===== config.mk =====
export PLATFORM = sky130hd
export DESIGN_NAME = moore_4_detector_flat
export DESIGN_NICKNAME = d
export VERILOG_FILES = /design/src/rtl/moore_4_detector_pkg.sv /design/src/rtl/moore_4_detector_if.sv /design/src/rtl/moore_4_detector.sv /design/src/flat_wrapper.sv
export SDC_FILE = /design/constraint.sdc
export NUM_CORES = 1
export LEC_CHECK = 0
export CAP_MARGIN = 25
export CORE_AREA = 2 2 39 41
export CTS_BUF_LIST = sky130_fd_sc_hd__clkbuf_4 sky130_fd_sc_hd__clkbuf_8
export DETAILED_ROUTE_END_ITERATION = 8
export DIE_AREA = 0 0 41 43
export PLACE_DENSITY_LB_ADDON = 0.3
export REMOVE_ABC_BUFFERS = 1
export SYNTH_ARGS = -nofsm -noshare
export SYNTH_HDL_FRONTEND = slang
export SYNTH_SLANG_ARGS = --single-unit

===== constraint.sdc =====
create_clock -name clk -period 3 [get_ports clk]
set_input_delay 0.6 -clock clk [delete_from_list [all_inputs] [get_ports clk]]
set_output_delay 0.6 -clock clk [all_outputs]
set_load 0.02 [all_outputs]

===== src/rtl/moore_4_detector_pkg.sv =====
// moore_4_detector_pkg: state encoding, target pattern and next-state function for the 1011 detector
package moore_4_detector_pkg;

    localparam int STATE_W = 3;
    localparam logic [3:0] PATTERN = 4'b1011;

    typedef enum logic [STATE_W-1:0] {S0, S1, S2, S3, S4} state_t;

    // Encodings 5..7 fall into default and recover to S0
    function automatic state_t next_state(state_t s, logic b, logic overlap);
        case (s)
            S0:      return (b == PATTERN[3]) ? S1 : S0;
            S1:      return (b == PATTERN[2]) ? S2 : S1;
            S2:      return (b == PATTERN[1]) ? S3 : S0;
            S3:      return (b == PATTERN[0]) ? S4 : S2;
            S4:      return b ? S1 : (overlap ? S2 : S0);
            default: return S0;
        endcase
    endfunction

endpackage


===== src/rtl/moore_4_detector_if.sv =====
// moore_4_detector_if: serial bit in, registered detect flag out
interface moore_4_detector_if;
    logic sample;
    logic detect;
    modport master (output sample, input detect);
    modport slave (input sample, output detect);
endinterface


===== src/rtl/moore_4_detector.sv =====
// moore_4_detector: Moore FSM flagging each serial occurrence of 1011 with a one-cycle pulse
module moore_4_detector
    import moore_4_detector_pkg::*;
#(
    parameter logic OVERLAP = 1'b1
) (
    input logic clk,
    input logic rst_n,
    moore_4_detector_if.slave bus
);
    state_t state;
    state_t nxt;

    assign nxt = next_state(state, bus.sample, OVERLAP);

    // detect is a flop mirroring state==S4, so it never glitches
    always_ff @(posedge clk or negedge rst_n) begin
        if (!rst_n) begin
            state <= S0;
            bus.detect <= 1'b0;
        end else begin
            state <= nxt;
            bus.detect <= (nxt == S4);
        end
    end
endmodule


===== src/flat_wrapper.sv =====
// flat-port wrapper written by rule: the top's interface ports become plain ports
module moore_4_detector_flat import moore_4_detector_pkg::*;
#(
    parameter logic OVERLAP = 1'b1
)
  (clk, rst_n, bus_sample, bus_detect);
  moore_4_detector_if bus_i ();
  input logic clk;
  input logic rst_n;
  input wire logic [$bits(bus_i.sample)-1:0] bus_sample;
  output wire logic [$bits(bus_i.detect)-1:0] bus_detect;
  assign bus_i.sample = bus_sample;
  assign bus_detect = bus_i.detect;
  moore_4_detector #(.OVERLAP(OVERLAP)) u_core (.clk(clk), .rst_n(rst_n), .bus(bus_i));
endmodule

After elaboration in Yosys (flattened, before gate mapping)
Cells that the tools add are included.
{ "op_classes": {"eq_ne": 5, "mux": 5, "n_reduce_logical": 2} }
{ "ops": {"columns": ["cell", "count"], "rows": [
  ["3-bit case mux with 4 select lines", 1],
  ["3-bit by 2-bit equality test with 1-bit output (second input constant)", 2],
  ["3-bit equality test (second input constant)", 2],
  ["2-bit 2-to-1 mux", 2],
  ["3-bit by 1-bit equality test with 1-bit output (second input constant)", 1],
  ["3-bit logical NOT", 1],
  ["3-bit 2-to-1 mux", 1],
  ["2-bit OR reduction", 1],
  ["1-bit 2-to-1 mux", 1]
]} }
{ "totals": {"regBits": 4, "inputBits": 3, "out_inout_bits": 1, "wordCells": 14} }

Longest topological paths before layout
{ "depth": {"depth_word": 4, "ltp_mapped": 2, "ltp_nobuf": 2} }

Worst setup path after synthesis
OpenSTA, ideal clock, no wires.
{ "synth_path": {"path_type": "input to register", "from": "input port bus_sample", "to": "register u_core.state[1]", "t_arrival_ps": 1171, "setup_slack_ps": 1739, "stages": 2, "n_path_buf": 0, "path_cell_list": "or4b_1 > o221ai_1"} }
{ "synth_via": {"elab_chain_len": 2} }
{ "synth_rtl": {"columns": ["element", "line_no", "source"], "rows": [
  ["start: declaration", "flat_wrapper.sv:10", "input wire logic [$bits(bus_i.sample)-1:0] bus_sample;"],
  ["2-bit 2-to-1 mux (tied with other cells)", "moore_4_detector_pkg.sv:13, moore_4_detector_pkg.sv:16", null],
  ["3-bit case mux with 4 select lines (*)", "moore_4_detector_pkg.sv:11", "case (s)"],
  ["via u_core.nxt[1]", "moore_4_detector.sv:12", "state_t nxt;"],
  ["end signal: assignment", "moore_4_detector.sv:22", "state <= nxt;"],
  ["end: declaration", "moore_4_detector.sv:11", "state_t state;"]
]} }
Mark *: on every way through the listed nets, which the timed path passes. The rest lies on a longest branch.

Worst setup path after layout
{ "layout_path": {"from": "register u_core.bus.detect", "to": "output port bus_detect"} }
{ "layout_rtl": {"columns": ["element", "line_no", "source"], "rows": [
  ["start: declaration", "moore_4_detector_if.sv:6", "modport slave (input sample, output detect);"],
  ["start signal: assignment", "moore_4_detector.sv:23", "bus.detect <= (nxt == S4);"],
  ["end: declaration", "flat_wrapper.sv:11", "output wire logic [$bits(bus_i.detect)-1:0] bus_detect;"]
]} }
No word-level cell between the ends.

==> summary.txt <==
CP Cell Sequence: clkdlybuf4s50_1
Vias: 120
Primary FF master, synth: dfrtp_1
Sw Pwr: 31.7 uW
Fillers: 148
Max-Cap Viols: 0
Mean Syn Cell Area: 11.5 um^2
WP data required: 2.40 ns
R2r startpoint: u_core.state[0]
Net Sw Frac: 22.2%
HPWL after detailed placement: 222 um
CP delay by family, top: buffers and inverters
Antenna cells: 0
Routed Wire Length: 304 um
Die Width: 41 um
IO Count: 4
Clk_skew: 0.00377 ns
Via density: 3.33
Synth Register Bits: 4
Fin crit period: 1.75 ns
Pre-CTS setup slack: 1.23 ns
Final antenna-violating net count: 0
Syn Inst Count: 14
Worst-Margin Slew: 0.217 ns
Clock network power share: 46.4%
YS warnings: 0
Post-route setup slack: 1.25 ns
F_max: 0.570 GHz
CP endpoint: bus_detect
DIE AREA: 0.00176 mm^2
CTS Buf Count: 3
Final #Nets: 25
Worst Setup SP: u_core.bus.detect
Row count: 14
# port buffers: 3
Root buf cell: clkbuf_4
Initial drt markers: 0
Min-delay worst type: in -> async
Area Growth Syn to Fin: 45.0%
CTS Sinks: 4
Crit path DAT: 1.15 ns
Commonest cells in the netlist: dfrtp_1, nor2_1
Mapped cell area: 161 um^2
Power Dens Cells: 609 mW/mm^2
Rel. slew slack: 85.5%
WP depth: 1
Core ar.: 0.00138 mm^2
CP max stage delay: 0.60 ns
Vias in the first global route: 150
Initial antenna violation count: 0
Final design utilization: 16.9%
Sequential area share after synthesis: 62.0%
CP Max Fanout: 1
Slowest cell on the critical path: clkdlybuf4s50_1
Final period util: 58.4%
GP Congestion: 0.536
Die Y: 43 um
Status: complete, no violations
Combinational power share: 9.8%
R2R Setup Slk: 1.89 ns
Reg2Reg Depth: 2
Crit. End Element: output pin
Setup Buffers After CTS: 0
LEAKAGE: 0.000100 uW
Number of flops mapped to enable cells by yosys: 0
Part of the power in registers: 43.8%
Congestion Overflow GR: 0
Setup violations, final: 0
Largest net degree at the start of global routing: 7
Initial Utilization: 11.7%
CTS Buffer Depth: 2
Htree depth: 1
Setup tns final: 0 ns
Share of post-route cells with drive strength above 1: 15.0%
Dominant cells by area after synthesis: dfrtp_1, nor2_1, or4b_1
Peak supply drop: 0.000218 V
CTS tree: done
Clock-pin slew on the worst setup and hold paths: 0.04 ns
CP Class: reg -> out
Slew Viols, Final: 0
Drt first pass iters: 1
WHS: 0.567 ns
Synth area leader: dfrtp_1
Wirelength per Cell: 8.44 um
RSZ-0062 raised after global routing: no
Gr usage total: 5.25%
Crit path buffers/inverters: 1
Resized cells post-CTS: 0
First-pass GRT wire length: 572 um
Fin. Hold Viols: 0
R2R Path End: u_core.state[1]
Synth top area share: 62.0%
Synth async-reset ratio: 100%
Post-synth cell types: 9
P_int: 111 uW
Residual DRC: 0
Worst Setup Start Kind: flip-flop
Cts hold-fix bufs: 0
Most frequent cell after synthesis: dfrtp_1
Clk_lat worst skew: 0.23 ns
through the flow:
stage               instances  instance area [um^2]  power (uW)
CTS                        36                   234         147
global route               36                   234         154
finish                     36                   234         142
detailed placement         33                   211        77.3
global placement           33                   211        76.0
floorplan                  14                   161        69.8
per-layer routing:
| metal | global-route usage (%) | vias up | routed length [um] |
|---|---|---|---|
| li1 | - | 63 | - |
| met1 | 6.54 | 53 | 172 |
| met2 | 6.25 | 4 | 102 |
| met3 | 4.71 | 0 | 29 |
| met4 | 2.00 | 0 | 0 |
| met5 | 0 | - | 0 |
power groups by stage:
stage          Sequential [uW]  Combinational, uW  Clock (uW)
3_3_place_gp              62.3               13.8           0
2_1_floorplan             62.8               7.04           0
5_1_grt                   63.0               15.9        75.2
4_1_cts                   62.3               14.4        70.6
3_5_place_dp              63.0               14.3           0
6_report                  62.4               13.9        66.1
sequential cells by signal, summed over array words and instances (netlist names):
register           flops
u_core.bus.detect      1
u_core.state           3
worst min-delay path by stage:
stage	start	to	slack [ns]	cells past startpoint
floorplan	rst_n	u_core.bus.detect	0.30	0
global placement	u_core.state[0]	u_core.state[2]	0.57	2
detailed placement	u_core.state[0]	u_core.bus.detect	0.59	2
CTS	rst_n	u_core.bus.detect	0.56	1
global route	rst_n	u_core.state[0]	0.58	1
finish	rst_n	u_core.bus.detect	0.57	1
cells by family (layout without fill, tap and decap cells):
group	count (synthesis)	count (layout)	share of synthesized area [%]
simple gates	6	6	22.5
flops	4	4	62.0
compound gates	3	3	13.2
buf+inv	1	7	2.32
cell usage in the layout (no fill, tap or decap):
cell type        Yosys  layout
a21oi_1              1       1
clkbuf_4             0       3
clkdlybuf4s50_1      0       3
dfrtp_1              4       4
inv_1                1       1
nand3b_1             1       1
nor2_1               3       3
o21a_1               1       1
o221ai_1             1       1
or2b_1               1       1
or4b_1               1       1
layout make-up:
cell class	count	area, um^2	share of cell area [%]
Clock buffer	3	22.5	9.63
Timing Repair Buffer	3	30.0	12.8
Sequential cell	4	100	42.8
Inverter	1	3.75	1.60
Multi-Input combinational cell	9	57.6	24.6
Tap cell	16	20.0	8.56
(Power assumes the default switching activity.)
